**config.mk**
```make
export PLATFORM = sky130hd
export DESIGN_NAME = pc_redirect_ctrl
export DESIGN_NICKNAME = d
export VERILOG_FILES = /design/src/rtl/pc_redirect_ctrl.sv
export SDC_FILE = /design/constraint.sdc
export NUM_CORES = 1
export LEC_CHECK = 0
export BUFFER_PORTS_ARGS = -buffer_cell sky130_fd_sc_hd__buf_2
export CELL_PAD_IN_SITES_DETAIL_PLACEMENT = 0
export CELL_PAD_IN_SITES_GLOBAL_PLACEMENT = 1
export CORE_UTILIZATION = 41
export DETAILED_ROUTE_END_ITERATION = 16
export GPL_TIMING_DRIVEN = 0
export PLACE_DENSITY = 0.8
export SYNTH_ARGS = -nofsm -noshare
export SYNTH_HDL_FRONTEND = slang
export SYNTH_SLANG_ARGS = --single-unit
```
**constraint.sdc**
```tcl
create_clock -name clk -period 3.1 [get_ports clk]
set_clock_uncertainty 0.1 [all_clocks]
set_input_delay 0.62 -clock clk [delete_from_list [all_inputs] [get_ports clk]]
set_output_delay 0.62 -clock clk [all_outputs]
set_load 0.1 [all_outputs]
```
**src/rtl/pc_redirect_ctrl.sv**
```systemverilog
// PC redirect controller: forms branch/JAL/JALR targets, checks alignment, hands off to fetch, holds flush.
// Optional PC_REDIR_STATS_EN adds saturating redirect and misalignment counters.
module pc_redirect_ctrl #(
    parameter int XLEN         = 32,
    parameter int FLUSH_CYCLES = 2
) (
    input  logic            clk,
    input  logic            rst,
    input  logic            br_valid,
    output logic            br_ready,
    input  logic            br_taken,
    input  logic            br_is_jalr,
    input  logic [XLEN-1:0] br_pc,
    input  logic [XLEN-1:0] br_rs1,
    input  logic [XLEN-1:0] br_imm,
    output logic            redir_valid,
    input  logic            redir_ready,
    output logic [XLEN-1:0] redir_pc,
    output logic            flush,
    output logic            misalign_err,
    output logic [XLEN-1:0] err_pc,
    output logic [15:0]     stat_redir_cnt,
    output logic [15:0]     stat_err_cnt
);

    typedef enum logic [1:0] {
        S_IDLE,
        S_CALC,
        S_ISSUE,
        S_FLUSH
    } state_t;

    localparam logic [3:0] FLUSH_LOAD = 4'(FLUSH_CYCLES);

    state_t          state_q, state_d;
    logic [XLEN-1:0] pc_q, pc_d;
    logic [XLEN-1:0] rs1_q, rs1_d;
    logic [XLEN-1:0] imm_q, imm_d;
    logic            jalr_q, jalr_d;
    logic [XLEN-1:0] redir_pc_q, redir_pc_d;
    logic [XLEN-1:0] err_pc_q, err_pc_d;
    logic            misalign_q, misalign_d;
    logic [3:0]      cnt_q, cnt_d;

    logic [XLEN-1:0] jalr_sum;
    logic [XLEN-1:0] pcrel_sum;
    logic [XLEN-1:0] target;
    logic            redir_fire;

    // Operands are taken from the capture registers so the adder path starts at a flop.
    always_comb begin
        jalr_sum  = rs1_q + imm_q;
        pcrel_sum = pc_q + (imm_q << 1);
        target    = jalr_q ? {jalr_sum[XLEN-1:1], 1'b0} : pcrel_sum;
    end

    assign redir_fire = (state_q == S_ISSUE) && redir_ready;

    always_comb begin
        state_d    = state_q;
        pc_d       = pc_q;
        rs1_d      = rs1_q;
        imm_d      = imm_q;
        jalr_d     = jalr_q;
        redir_pc_d = redir_pc_q;
        err_pc_d   = err_pc_q;
        misalign_d = 1'b0;
        cnt_d      = cnt_q;

        unique case (state_q)
            S_IDLE: begin
                if (br_valid && br_taken) begin
                    pc_d    = br_pc;
                    rs1_d   = br_rs1;
                    imm_d   = br_imm;
                    jalr_d  = br_is_jalr;
                    state_d = S_CALC;
                end
            end
            S_CALC: begin
                if (target[1]) begin
                    misalign_d = 1'b1;
                    err_pc_d   = target;
                    state_d    = S_IDLE;
                end else begin
                    redir_pc_d = target;
                    state_d    = S_ISSUE;
                end
            end
            S_ISSUE: begin
                if (redir_ready) begin
                    if (FLUSH_LOAD == 4'd0) begin
                        state_d = S_IDLE;
                    end else begin
                        cnt_d   = FLUSH_LOAD;
                        state_d = S_FLUSH;
                    end
                end
            end
            S_FLUSH: begin
                if (cnt_q <= 4'd1) begin
                    cnt_d   = 4'd0;
                    state_d = S_IDLE;
                end else begin
                    cnt_d = cnt_q - 4'd1;
                end
            end
            default: begin
                state_d = S_IDLE;
            end
        endcase
    end

    always_ff @(posedge clk) begin
        if (rst) begin
            state_q    <= S_IDLE;
            pc_q       <= '0;
            rs1_q      <= '0;
            imm_q      <= '0;
            jalr_q     <= 1'b0;
            redir_pc_q <= '0;
            err_pc_q   <= '0;
            misalign_q <= 1'b0;
            cnt_q      <= 4'd0;
        end else begin
            state_q    <= state_d;
            pc_q       <= pc_d;
            rs1_q      <= rs1_d;
            imm_q      <= imm_d;
            jalr_q     <= jalr_d;
            redir_pc_q <= redir_pc_d;
            err_pc_q   <= err_pc_d;
            misalign_q <= misalign_d;
            cnt_q      <= cnt_d;
        end
    end

    assign br_ready     = (state_q == S_IDLE);
    assign redir_valid  = (state_q == S_ISSUE);
    assign flush        = (state_q == S_ISSUE) || (state_q == S_FLUSH);
    assign misalign_err = misalign_q;
    assign redir_pc     = redir_pc_q;
    assign err_pc       = err_pc_q;

`ifdef PC_REDIR_STATS_EN
    logic [15:0] stat_redir_q, stat_redir_d;
    logic [15:0] stat_err_q, stat_err_d;

    // Both counters stick at all-ones rather than wrapping.
    always_comb begin
        stat_redir_d = stat_redir_q;
        stat_err_d   = stat_err_q;
        if (redir_fire && (stat_redir_q != 16'hFFFF)) begin
            stat_redir_d = stat_redir_q + 16'd1;
        end
        if (misalign_d && (stat_err_q != 16'hFFFF)) begin
            stat_err_d = stat_err_q + 16'd1;
        end
    end

    always_ff @(posedge clk) begin
        if (rst) begin
            stat_redir_q <= 16'd0;
            stat_err_q   <= 16'd0;
        end else begin
            stat_redir_q <= stat_redir_d;
            stat_err_q   <= stat_err_d;
        end
    end

    assign stat_redir_cnt = stat_redir_q;
    assign stat_err_cnt   = stat_err_q;
`else
    logic unused_fire;
    assign unused_fire    = redir_fire;
    assign stat_redir_cnt = 16'd0;
    assign stat_err_cnt   = 16'd0;
`endif

endmodule

```
# Word-level counts from Yosys, hierarchy flattened

Cells that the tools add are included.
Widths: inputs -> output; s select.

Register bits: 167
Bits in latches: 0
RAM bits: 0
Bits in read-only memories: 0
Bits of input ports: 102
Output and inout port bits: 100
Logic and storage cells: 41
Memories: 0

$add $sub $neg: 3
$mul: 0
Div/mod/pow operators: 0
Magnitude comparators: 1
Eq/ne operators: 6
Shifts and indexed selects: 0
Mux-type cells: 10
Bitwise operators: 2
Reductions and logical operators: 10

Operators with widths:

| cell                | count |
|---|---|
| $add 32x32->32      | 2 |
| $mux 32             | 1 |
| $mux 2              | 4 |
| $mux 4              | 2 |
| $pmux 2 s4          | 1 |
| $pmux 4 s2          | 1 |
| $reduce_and 2->1    | 4 |
| $eq 2x2->1 const B  | 2 |
| $le 4x1->1 const B  | 1 |
| $ne 2x1->1 const B  | 2 |
| $sub 4x1->4 const B | 1 |
| $reduce_and 3->1    | 1 |
| $eq 2x1->1 const B  | 1 |
| $logic_not 2->1     | 1 |
| $ne 2x2->1 const B  | 1 |
| $not 1->1           | 2 |
| $reduce_bool 2->1   | 1 |
| $reduce_or 2->1     | 1 |
| $logic_and 1x1->1   | 1 |
| $logic_or 1x1->1    | 1 |
| $mux 1              | 1 |

# Longest topological paths before layout

Depth after elaboration: 4
Gate-level depth with buffers: 11
Gate-level depth less buffers: 11

# Worst setup path before layout

No wires, ideal clock.

Kind: register -> register
Start point: reg (tool-made name)
End point: reg rs1_q[11]
Library setup time: 0.071 ns
Arrival: 2.929 ns
Data required time: 2.929 ns
Slack: 0.001 ns
Cell stages (with the launch flop): 8
Path buffers: 3
Period minus slack after synthesis: 3.099 ns
Cells stage by stage: dfxtp_1 nor2_1 and3_1 clkbuf_1 clkbuf_1 buf_1 nand2_1 a21oi_1

RTL lines:

| item                   | line | text |
|---|---|---|
| end signal: assignment | 128  | `rs1_q <= rs1_d;` |
| end: declaration       | 37   | `logic [XLEN-1:0] rs1_q, rs1_d;` |

# Worst setup path after layout

Start point: reg imm_q[8]
End point: reg err_pc_q[24], in the netlist err_pc[24]

Word-level cells in the longest chain between the ends: 2
Elaborated cells on any way between the ends: 3
Classes of those cells: add/sub (2); mux (1)

Ends and longest elaborated chain:

| item                              | line   | text |
|---|---|---|
| start: declaration                | 38     | `logic [XLEN-1:0] imm_q, imm_d;` |
| start signal: assignment          | 129    | `imm_q <= imm_d;` |
| $add 32x32->32 (on tied branches) | 53, 52 |  |
| $mux 32 *                         | 54     | `target = jalr_q ? {jalr_sum[XLEN-1:1], 1'b0} : pcrel_sum;` |
| end signal: assignment            | 132    | `err_pc_q <= err_pc_d;` |
| end: declaration                  | 41     | `logic [XLEN-1:0] err_pc_q, err_pc_d;` |

Mark *: on every way between the ends. The rest lies on a longest branch, timed or not.
A chain may end at the register's enable or synchronous reset.

==> impl_metrics.prom <==
# TYPE chip_impl_metric gauge
chip_impl_metric{name="layout_min_cycle_time",unit="ns"} 3.00
chip_impl_metric{name="placer_s_final_routability_congestion_estimate",unit=""} 0.939
chip_impl_info{name="post-synth-top-area-cell",value="dfxtp_1"} 1
chip_impl_metric{name="powerDensity",unit="mW/mm^2"} 490
chip_impl_metric{name="grt_max_degree",unit=""} 18
chip_impl_metric{name="crit_path_largest_cell_delay",unit="ns"} 0.40
chip_impl_metric{name="cts_inserted_buffers",unit=""} 17
chip_impl_metric{name="post_dp_cell_area",unit="sq mm"} 0.0113
chip_impl_metric{name="finalSetupViolCount",unit=""} 0
chip_impl_metric{name="dieArea",unit="sq mm"} 0.0249
chip_impl_metric{name="post-route-worst-setup-slack",unit="ns"} 0.105
chip_impl_metric{name="site_row_count",unit=""} 56
chip_impl_metric{name="synth-edff-count",unit=""} 0
chip_impl_info{name="dominantRegCellSynth",value="dfxtp_1"} 1
chip_impl_metric{name="die_width",unit="um"} 158
chip_impl_metric{name="maxSlewViolCount",unit=""} 0
chip_impl_metric{name="hold_viol_final",unit=""} 0
chip_impl_metric{name="finalInstanceArea",unit="sq mm"} 0.0121
chip_impl_metric{name="clock_insertion_delay_worst_skew",unit="ns"} 0.44
chip_impl_metric{name="critical_path.max_fanout",unit=""} 8
chip_impl_info{name="critical-path-slowest-cell",value="dfxtp_1"} 1
chip_impl_metric{name="worst-endpoint-arrival",unit="ns"} 3.20
chip_impl_metric{name="globalRouteTotalUtil",unit="%"} 26.1
chip_impl_metric{name="synth.yosys.seq_area_share",unit="%"} 33.5
chip_impl_metric{name="cts.reportedPaths.clkPinSlew",unit="ns"} 0.07
chip_impl_metric{name="max_cap_viol_count",unit=""} 0
chip_impl_metric{name="routed_via_density",unit=""} 5.33
chip_impl_metric{name="cts_num_sinks",unit=""} 167
chip_impl_metric{name="layout.filler_cells",unit=""} 2434
chip_impl_info{name="tritoncts",value="yes"} 1
chip_impl_metric{name="nNetsFinal",unit=""} 1690
chip_impl_metric{name="io_buffers",unit=""} 167
chip_impl_metric{name="worstMarginPinSlew",unit="ns"} 0.875
chip_impl_metric{name="boundaryPins",unit=""} 202
chip_impl_metric{name="final_min_period_over_clock_period",unit="%"} 96.6
chip_impl_metric{name="post_drt_wl_per_cell",unit="um"} 17.5
chip_impl_metric{name="num_vias",unit=""} 9896
chip_impl_info{name="endpoint_kind",value="flip-flop"} 1
chip_impl_metric{name="peakVddDrop",unit="mV"} 0.338
chip_impl_metric{name="clock_path_buffers",unit=""} 2
chip_impl_metric{name="number_of_cells_traversed_by_the_worst_hold_path",unit=""} 3
chip_impl_info{name="setup.worst_path.class",value="flip-flop to flip-flop"} 1
chip_impl_metric{name="leakage",unit="nW"} 5.19
chip_impl_metric{name="postRouteAntennaNets",unit=""} 0
chip_impl_metric{name="cts_hold_buf",unit=""} 0
chip_impl_metric{name="post_synthesis_average_cell_area",unit="sq um"} 7.66
chip_impl_metric{name="critPathRequiredTime",unit="ns"} 3.31
chip_impl_info{name="cts_root_buf",value="clkbuf_16"} 1
chip_impl_metric{name="drt_first_iter_violations",unit=""} 734
chip_impl_metric{name="flow.area_growth_from_synthesis",unit="%"} 21.0
chip_impl_metric{name="netlist.area_leader.share",unit="%"} 33.5
chip_impl_info{name="result_of_the_run",value="finished clean"} 1
chip_impl_metric{name="grt_remaining_overflow",unit=""} 0
chip_impl_metric{name="vias_in_the_first_global_route",unit=""} 8767
chip_impl_metric{name="cts_max_level",unit=""} 4
chip_impl_metric{name="reg2reg_depth",unit=""} 10
chip_impl_metric{name="syn-instance-count",unit=""} 1302
chip_impl_info{name="path_cells",value="ha_1 > buf_6 > a21o_1 > a31o_1 > a221o_1 > o31a_1 > a211oi_2 > xnor2_1 > mux2i_2 > a211oi_1"} 1
chip_impl_metric{name="antenna_found_initial",unit=""} 1
chip_impl_metric{name="dp_slack",unit="ns"} -0.192
chip_impl_info{name="worst_setup_path_start_kind",value="flip-flop"} 1
chip_impl_metric{name="grt_pass1_wl",unit="um"} 48900
chip_impl_info{name="unrepaired_setup_endpoints_after_global_routing",value="no"} 1
chip_impl_metric{name="netlist-cell-type-count",unit=""} 76
chip_impl_metric{name="synth-async-reset-ratio",unit="%"} 0
chip_impl_metric{name="route.final.wire_length",unit="um"} 32600
chip_impl_info{name="netlist_top_cells_area",value="dfxtp_1, nand2_1, a21oi_1"} 1
chip_impl_metric{name="coreArea",unit="sq mm"} 0.0237
chip_impl_metric{name="maxClockFrequency",unit="MHz"} 334
chip_impl_metric{name="die_y",unit="um"} 158
chip_impl_metric{name="drc_errors_left",unit=""} 0
chip_impl_metric{name="initial_utilization",unit="%"} 42.1
chip_impl_metric{name="yosys_warnings",unit=""} 0
chip_impl_metric{name="slew_headroom",unit="%"} 41.7
chip_impl_metric{name="synth_seq_cells",unit=""} 167
chip_impl_metric{name="post_synth_instance_area",unit="sq mm"} 0.00997
chip_impl_info{name="hold_path.class",value="input pin to flip-flop"} 1
chip_impl_metric{name="place.detailed.hpwl",unit="um"} 25800
chip_impl_metric{name="final_layout_size_suffix_gt1_share",unit="%"} 18.5
chip_impl_metric{name="drt_first_pass_iters",unit=""} 5
## per-stage QoR
step	std cells	total power (W)	hold slack [ns]	TNS, ns	utilization (%)
after floorplan	1334	0.00341	0.332	0	-
after global placement	1820	0.00377	0.348	-2.40	47.8
after detailed placement	1820	0.00377	0.355	-2.66	47.8
after CTS	1853	0.00592	0.304	0	50.6
after global routing	1856	0.00614	0.310	0	50.9
final	1857	0.00591	0.312	0	50.9
## registers in the layout, indices dropped and copies added, names as in the netlist, named ones only
name and flops:
jalr_q 1, pc_q 32, state_q 1, redir_pc 31
err_pc 32, cnt_q 4, rs1_q 32, misalign_err 1
imm_q 32
## placed cells by master (no fill, tap or decap), drive strengths merged, types with 8 or more instances in the layout
master  count
a211oi     52
a21o       24
a21oi     170
a31oi       8
and3       14
buf       210
clkbuf     87
conb       33
dfxtp     167
ha         62
inv        28
mux2i      16
nand2     253
nand2b     14
nand3      19
nand3b      9
nand4      11
nor2      125
nor2b       8
nor3       23
o211ai      8
o21a       13
o21ai      40
o21bai      8
xnor2      30
xor2       16
## metal layers
| layer | part of all wire [%] | wire length [um] | global-route usage (%) |
|---|---|---|---|
| met4 | 1.8 | 577 | 7.78 |
| met3 | 5.9 | 1930 | 3.56 |
| met2 | 43 | 13900 | 39.9 |
| met1 | 50 | 16100 | 37.9 |
| met5 | 0 | 0 | 0 |
## worst paths after layout
check,from,to,slack [ns]
max reg2reg,imm_q[8]$_SDFFE_PP0P_,err_pc[24]$_SDFFE_PP0P_,0.10
min,br_pc[5],pc_q[5]$_SDFFE_PP0P_,0.31
min reg2reg,redir_pc[0]$_SDFFE_PP0P_,redir_pc[0]$_SDFFE_PP0P_,0.36
max,imm_q[8]$_SDFFE_PP0P_,err_pc[24]$_SDFFE_PP0P_,0.10
## logic make-up after synthesis
family	synth area share, %
AND/OR/NAND/NOR	22.4
AO/OA/AOI/OAI	24.0
flip-flops	33.5
buffers and inverters	6.15
adder cells (fa/ha/maj)	8.18
XOR/XNOR	4.04
multiplexers	1.72
other	0.0376
## worst max-delay path, delay by kind of cell, from the launching register on
kind | cells | cell delay (ns)
compound gates | 6 | 1.54
flops | 1 | 0.40
mux | 1 | 0.31
fa+ha+maj | 1 | 0.26
buf+inv | 1 | 0.14
xor+xnor | 1 | 0.11
## Yosys cell counts (all sizes together) (3+ instances only)
cell,number
nand2,253
a21oi,170
dfxtp,167
nor2,125
clkbuf,68
ha,62
a211oi,52
buf,40
o21ai,40
xnor2,30
a21o,24
nor3,23
inv,20
nand3,19
mux2i,16
xor2,16
and3,14
nand2b,14
o21a,13
nand4,11
nand3b,9
a31oi,8
nor2b,8
o211ai,8
o21bai,8
or2,6
a2111oi,5
a21boi,5
nor4,5
o31ai,5
or3,5
a221o,4
and4,4
a221oi,3
and2,3
## report_power, final
part           leakage, nW  internal [W]  total (W)  switching (W)
sequential            1.36       0.00225    0.00233      0.0000813
clock                0.281       0.00114    0.00216        0.00102
combinational         3.55      0.000358    0.00142        0.00106
total                 5.19       0.00375    0.00591        0.00216
## final cells by class
| class | instances | area [sq um] | share of cell area [%] |
|---|---|---|---|
| plain buffers | 108 | 541 | 4.48 |
| clock buffers | 18 | 429 | 3.56 |
| clock inverters | 14 | 156 | 1.30 |
| diodes | 1 | 2.50 | 0.0207 |
| flip-flops and latches | 167 | 3350 | 27.7 |
| well taps | 319 | 399 | 3.31 |
| inverters | 20 | 75.1 | 0.622 |
| multi-input cells | 1039 | 6250 | 51.8 |
| repair buffers | 171 | 866 | 7.18 |
## what timing repair did
action,in CTS,in global routing
pin swaps,4,7
setup endpoints to repair,32,55
gates resized for setup,13,21
endpoints found under the hold margin,0,0
buffers inserted,1,3
(Power assumes the default switching activity.)
